### config.mk
export PLATFORM = sky130hd
export DESIGN_NAME = serpent_perm_pipe_flat
export DESIGN_NICKNAME = d
export VERILOG_FILES = /design/src/rtl/serpent_pkg.sv /design/src/rtl/serpent_perm_pipe_if.sv /design/src/rtl/serpent_bit_perm.sv /design/src/rtl/serpent_perm_pipe.sv /design/src/flat_wrapper.sv
export SDC_FILE = /design/constraint.sdc
export NUM_CORES = 1
export LEC_CHECK = 0
export CAP_MARGIN = 5
export CORE_MARGIN = 4
export CORE_UTILIZATION = 40
export DETAILED_ROUTE_END_ITERATION = 7
export HOLD_SLACK_MARGIN = 0.03
export PLACE_DENSITY_LB_ADDON = 0.2
export SLEW_MARGIN = 0
export SYNTH_ARGS = -nofsm -noshare
export SYNTH_HDL_FRONTEND = slang
export SYNTH_SLANG_ARGS = --single-unit
### constraint.sdc
create_clock -name i_clk -period 2.2 [get_ports i_clk]
set_clock_uncertainty 0.15 [all_clocks]
set_input_delay 0.44 -clock i_clk [delete_from_list [all_inputs] [get_ports i_clk]]
set_output_delay 0.44 -clock i_clk [all_outputs]
set_load 0.01 [all_outputs]
### src/rtl/serpent_pkg.sv
// Shared constants and bit-index helpers for the Serpent FP/IP permutation.
package serpent_pkg;

  localparam int   BLOCK_W = 128;
  localparam logic MODE_FP = 1'b0;
  localparam logic MODE_IP = 1'b1;

  // FP: out[127-(32j+k)] = in[4k+j]; returns the source bit for output bit i.
  function automatic logic [6:0] fp_src(input logic [6:0] i);
    logic [6:0] m;
    m = 7'd127 - i;
    return {m[4:0], m[6:5]};
  endfunction

  // IP: out[4k+j] = in[127-(32j+k)]; returns the source bit for output bit i.
  function automatic logic [6:0] ip_src(input logic [6:0] i);
    return 7'd127 - {i[1:0], i[6:2]};
  endfunction

endpackage

### src/rtl/serpent_perm_pipe_if.sv
// Stream bundle for serpent_perm_pipe; i_/o_ names are from the unit's point of view.
interface serpent_perm_pipe_if #(
  parameter int LANES = 1,
  parameter int TAGW  = 8
);
  import serpent_pkg::*;

  // A beat transfers on a rising edge where valid && ready; the producer holds
  // valid and payload stable until that edge, and ready may depend on valid.
  logic                       i_valid;
  logic                       o_ready;
  logic                       i_mode;
  logic [TAGW-1:0]            i_tag;
  logic [BLOCK_W*LANES-1:0]   i_data;

  logic                       o_valid;
  logic                       i_ready;
  logic                       o_mode;
  logic [TAGW-1:0]            o_tag;
  logic [BLOCK_W*LANES-1:0]   o_data;

  modport slave (
    input  i_valid, i_mode, i_tag, i_data, i_ready,
    output o_ready, o_valid, o_mode, o_tag, o_data
  );

  modport master (
    output i_valid, i_mode, i_tag, i_data, i_ready,
    input  o_ready, o_valid, o_mode, o_tag, o_data
  );

endinterface

### src/rtl/serpent_bit_perm.sv
// Combinational Serpent FP / IP bit permutation of one 128-bit block.
module serpent_bit_perm
  import serpent_pkg::*;
(
  input  logic               i_mode,
  input  logic [BLOCK_W-1:0] i_data,
  output logic [BLOCK_W-1:0] o_data
);

  logic [BLOCK_W-1:0] w_fp;
  logic [BLOCK_W-1:0] w_ip;

  for (genvar g = 0; g < BLOCK_W; g++) begin : g_bit
    assign w_fp[g] = i_data[fp_src(7'(g))];
    assign w_ip[g] = i_data[ip_src(7'(g))];
  end

  assign o_data = (i_mode == MODE_IP) ? w_ip : w_fp;

endmodule

### src/rtl/serpent_perm_pipe.sv
// Two-stage multi-lane Serpent FP/IP permutation pipe with valid/ready flow control.
module serpent_perm_pipe
  import serpent_pkg::*;
#(
  parameter int LANES = 1,
  parameter int TAGW  = 8
) (
  input  logic                 i_clk,
  input  logic                 i_rst_n,
  serpent_perm_pipe_if.slave   bus,
  output logic [31:0]          o_count
);

  localparam int DW = BLOCK_W * LANES;

  logic            r_s1_valid;
  logic            r_s1_mode;
  logic [TAGW-1:0] r_s1_tag;
  logic [DW-1:0]   r_s1_data;
  logic            r_s2_valid;
  logic            r_s2_mode;
  logic [TAGW-1:0] r_s2_tag;
  logic [DW-1:0]   r_s2_data;
  logic [31:0]     r_count;

  logic            w_out_fire;
  logic            w_s2_load;
  logic            w_s1_adv;
  logic            w_s1_load;
  logic            w_in_fire;
  logic            w_ready;
  logic [DW-1:0]   w_perm;

  assign w_out_fire = r_s2_valid && bus.i_ready;
  assign w_s2_load  = !r_s2_valid || w_out_fire;
  assign w_s1_adv   = r_s1_valid && w_s2_load;
  assign w_s1_load  = !r_s1_valid || w_s1_adv;
  // Held low during reset so nothing is taken while the pipe is being flushed.
  assign w_ready    = i_rst_n && w_s1_load;
  assign w_in_fire  = bus.i_valid && w_ready;

  for (genvar g = 0; g < LANES; g++) begin : g_lane
    serpent_bit_perm u_perm (
      .i_mode (r_s1_mode),
      .i_data (r_s1_data[g*BLOCK_W +: BLOCK_W]),
      .o_data (w_perm[g*BLOCK_W +: BLOCK_W])
    );
  end

  always_ff @(posedge i_clk) begin
    if (!i_rst_n) begin
      r_s1_valid <= 1'b0;
      r_s1_mode  <= MODE_FP;
      r_s1_tag   <= '0;
      r_s1_data  <= '0;
      r_s2_valid <= 1'b0;
      r_s2_mode  <= MODE_FP;
      r_s2_tag   <= '0;
      r_s2_data  <= '0;
      r_count    <= '0;
    end else begin
      if (w_s2_load) r_s2_valid <= r_s1_valid;
      // Payloads only move with a real beat, so empty stages keep old contents.
      if (w_s1_adv) begin
        r_s2_mode <= r_s1_mode;
        r_s2_tag  <= r_s1_tag;
        r_s2_data <= w_perm;
      end
      if (w_s1_load) r_s1_valid <= w_in_fire;
      if (w_in_fire) begin
        r_s1_mode <= bus.i_mode;
        r_s1_tag  <= bus.i_tag;
        r_s1_data <= bus.i_data;
      end
      if (w_out_fire) r_count <= r_count + 32'd1;
    end
  end

  assign bus.o_ready = w_ready;
  assign bus.o_valid = r_s2_valid;
  assign bus.o_mode  = r_s2_mode;
  assign bus.o_tag   = r_s2_tag;
  assign bus.o_data  = r_s2_data;
  assign o_count     = r_count;

endmodule

### src/flat_wrapper.sv
// flat-port wrapper written by rule: the top's interface ports become plain ports
module serpent_perm_pipe_flat import serpent_pkg::*;
#(
  parameter int LANES = 1,
  parameter int TAGW  = 8
)
  (i_clk, i_rst_n, o_count, bus_i_valid, bus_i_mode, bus_i_tag, bus_i_data, bus_i_ready, bus_o_ready, bus_o_valid, bus_o_mode, bus_o_tag, bus_o_data);
  serpent_perm_pipe_if #(.LANES(LANES), .TAGW(TAGW)) bus_i ();
  input  logic i_clk;
  input  logic i_rst_n;
  output logic [31:0] o_count;
  input wire logic [$bits(bus_i.i_valid)-1:0] bus_i_valid;
  input wire logic [$bits(bus_i.i_mode)-1:0] bus_i_mode;
  input wire logic [$bits(bus_i.i_tag)-1:0] bus_i_tag;
  input wire logic [$bits(bus_i.i_data)-1:0] bus_i_data;
  input wire logic [$bits(bus_i.i_ready)-1:0] bus_i_ready;
  output wire logic [$bits(bus_i.o_ready)-1:0] bus_o_ready;
  output wire logic [$bits(bus_i.o_valid)-1:0] bus_o_valid;
  output wire logic [$bits(bus_i.o_mode)-1:0] bus_o_mode;
  output wire logic [$bits(bus_i.o_tag)-1:0] bus_o_tag;
  output wire logic [$bits(bus_i.o_data)-1:0] bus_o_data;
  assign bus_i.i_valid = bus_i_valid;
  assign bus_i.i_mode = bus_i_mode;
  assign bus_i.i_tag = bus_i_tag;
  assign bus_i.i_data = bus_i_data;
  assign bus_i.i_ready = bus_i_ready;
  assign bus_o_ready = bus_i.o_ready;
  assign bus_o_valid = bus_i.o_valid;
  assign bus_o_mode = bus_i.o_mode;
  assign bus_o_tag = bus_i.o_tag;
  assign bus_o_data = bus_i.o_data;
  serpent_perm_pipe #(.LANES(LANES), .TAGW(TAGW)) u_core (.i_clk(i_clk), .i_rst_n(i_rst_n), .bus(bus_i), .o_count(o_count));
endmodule
==> impl_metrics.yaml, run 1 <==
logic_synthesis:
  ys.warnings.count: 0
  synth-xor-area-share_pct: 0.716
  postSynthCellCount: 1395
  ys_seq_area_share_pct: 50.4
  synthAdderAreaFrac_pct: 0.102
  synth_top_family_by_area: "compound AO/OA/AOI/OAI gates"
  muxShareOfSynthArea_pct: 10.6
  ys_ff_latch: 308
  avgSynthCellArea_um2: 8.77
  synth_compound_area_share_pct: 15.7
  synth_nets: 1537
  ys_types: 33
  synth_area_um2: 12200
  synth-simple-area-share_pct: 14.4
grt:
  first_global_vias: 10137
  antenna_found_initial: 1
  grt_max_degree: 168
  grt_pass1_wl_mm: 56.1
  overflow: 0
  grt_usage_pct: 20.7
cts:
  cts_root_buffer: "clkbuf_16"
  cts_setup_buffers: 0
  clk_latency_ps: 510
  clkTransAtPathRegs_ps: 60
  clock_path_buffers: 3
  cts_tree: "done"
  numCtsBuffers: 35
  clkSinkCount: 308
  cts_resized: 3
  cts_hold_buf: 0
  cts_max_level: 2
die:
  die_height_um: 183
  ios: 312
  die_area_um2: 33400
  num_rows: 63
  start_util_pct: 41.0
  dieWidth_um: 183
  design.core.area_um2: 29900
cells_and_area:
  multi_input_comb_area_um2: 5090
  utilization_pct: 57.2
  area_delta_synth_final_pct: 39.6
  nets: 1818
  fillerInstances: 2714
  regArea_um2: 6170
  fin_area_um2: 17100
  layout-drive-gt1-share_pct: 6.36
timing:
  finalCritPeriodShare_pct: 96.9
  maxSlewHeadroom_pct: 40.2
  slew_viol_final: 0
  timing.setup.tns_ps: 0
  setup_viol: 0
  grt_setup_unrepaired: "true"
  max_freq_mhz: 469
  worst_slew_pin_slew_ps: 897
  whs_ps: 296
  finalCriticalPeriod_ps: 2130
  hold_viol: 0
routing:
  viasPerCell: 5.03
  drc_errors: 0
  via_count: 10522
  drtIter0Drc: 641
  ant_nets: 0
  drt-total-wl_mm: 36.3
  drtPass1Iterations: 5
  avgRoutedWirePerCell_um: 17.4
worst_setup_path:
  reg2reg_to: "u_core.o_count[30]"
  path_cells: "clkdlybuf4s50_1"
  cp-start-kind: "flip-flop"
  cp_max_fo: 2
  crit_buf_inv: 1
  r2r_cells: 4
  max_stage_delay_ps: 700
  r2r_start: "u_core.o_count[19]"
  required_ps: 1610
  slowest_stage: "clkdlybuf4s50_1"
  critical_path_class: "flip-flop to output pin"
  crit_family: "buffers and inverters"
  crit_arrival_ps: 1540
  r2r_slack_ps: 130
  cp-end-kind: "output pin"
job:
  maxCapViolCount: 0
min_path:
  hp-start: "bus_i_ready"
  holdPathStages: 3
  whs_endpoint: "u_core.o_count[1]"
  hp-class: "input pin to flip-flop"
power_and_ir_drop:
  p_sw_uw: 3350
  p_leak_uw: 0.00645
  seqPwrFrac_pct: 45.4
  swShare_pct: 24.5
  power.share.combinational_pct: 12.9
  power.total_uw: 13700
  clkPwrFrac_pct: 41.8
  ir_worst_vdd_uv: 450
  p_per_area_nw_per_um2: 801
  p_int_uw: 10300
placed_design:
  gp_congestion: 0.816
  dpl_cell_area_um2: 15900
  portBuffers: 311
  dp_hpwl_mm: 25.6
run_status:
  status: "completed"
cells in the mapped netlist (all sizes together):
master	count	area, um2
and3	1	6.26
o21ai	144	721
o211ai	1	7.51
clkbuf	84	315
dfxtp	308	6170
nand4	12	81.3
or3	8	50.1
buf	32	145
or4	12	90.1
and2b	1	7.51
a211oi	126	946
xnor2	2	17.5
and4	6	52.6
inv	141	529
nand2b	3	18.8
nand2	41	154
a21oi	32	160
o21a	1	7.51
nor4	5	31.3
o31ai	10	75.1
nand3	144	726
nor2	138	518
nor4b	1	8.76
clkinv	1	3.75
xor2	8	70.1
mux2i	129	1290
and2	1	6.26
o31a	1	8.76
ha	1	12.5
or2b	1	7.51
metal layers:
layer,track usage (%),wire (um),vias up
met3,5.34,2340,41
met5,0,0,-
met4,5.39,775,0
li1,-,-,5401
met2,33.9,16900,267
met1,27.6,16300,4813
cells by family after synthesis:
logic type,after synthesis
AOI/OAI and AO/OA,315
adders and majority gates,1
and+or+nand+nor,374
buffers and inverters,258
muxes,129
DFF,308
xor gates and xnor gates,10
metrics by stage:
| stage | worst slack (ps) | instances |
|---|---|---|
| 6_report | 68.7 | 2090 |
| 5_1_grt | -11.8 | 2090 |
| 4_1_cts | 9.90 | 2089 |
| 3_5_place_dp | -517 | 2029 |
| 3_3_place_gp | -497 | 2029 |
| 2_1_floorplan | 97.8 | 1395 |
cell type report:
cell class	count	share of cell area (%)
diodes	1	0.0147
inverters	142	3.15
flip-flops and latches	308	36.1
multi-input cells	829	29.8
clock inverters	7	0.513
well taps	390	2.86
repair buffers	360	21.5
clock buffers	53	6.07
cells in the final DEF, fill, tap and decap left out, drive strengths merged, types with 2 or more instances in the layout:
cell type	Yosys	layout
nor2	138	138
dfxtp	308	308
nor4	5	5
and4	6	6
buf	32	50
o31ai	10	10
nand3	144	144
mux2i	129	129
clkdlybuf4s50	0	308
nand2	41	41
a21oi	32	32
dlygate4sd2	0	2
clkinv	1	4
xnor2	2	2
o21ai	144	144
a211oi	126	126
bufinv	0	2
or3	8	8
inv	141	142
clkbuf	84	53
nand4	12	12
xor2	8	8
or4	12	12
nand2b	3	3
power groups by stage:
stage	Combinational (uW)	Clock [uW]	Sequential [uW]
2_1_floorplan	799	0	6330
4_1_cts	1780	5860	6210
5_1_grt	1930	6070	6250
3_5_place_dp	1770	0	6320
3_3_place_gp	1750	0	6310
6_report	1760	5710	6210
worst max path at each step:
stage,slack [ps],cells after the start,from,to
5_1_grt,-10,1,u_core.o_count[24],o_count[24]
6_report,70,1,u_core.bus.o_data[112],bus_o_data[112]
2_1_floorplan,100,5,i_rst_n,bus_o_ready
3_5_place_dp,-520,7,bus_i_ready,u_core.o_count[28]
3_3_place_gp,-500,4,bus_i_ready,bus_o_ready
4_1_cts,10,2,u_core.bus.o_valid,bus_o_valid
state kept, by name, indices dropped and copies added, names as in the netlist:
name and cells:
u_core.bus.o_data 128, u_core.bus.o_mode 1, u_core.bus.o_tag 8, u_core.bus.o_valid 1, u_core.o_count 32, u_core.r_s1_data 128
u_core.r_s1_mode 1, u_core.r_s1_tag 8, u_core.r_s1_valid 1
No activity file was read; power rests on OpenSTA's default activity.
==> inputs of run 2 (changes only) <==
Settings changed: CAP_MARGIN 5 to 20, HOLD_SLACK_MARGIN 0.03 to unset.
==> results of run 2 <==
The final DEF is identical to that of run 1; final timing and power are the same.
==> inputs of run 3 (changes only) <==
Settings changed: GPL_TIMING_DRIVEN set to 1.
==> results of run 3 <==
The final DEF is identical to that of run 1; final timing and power are the same.
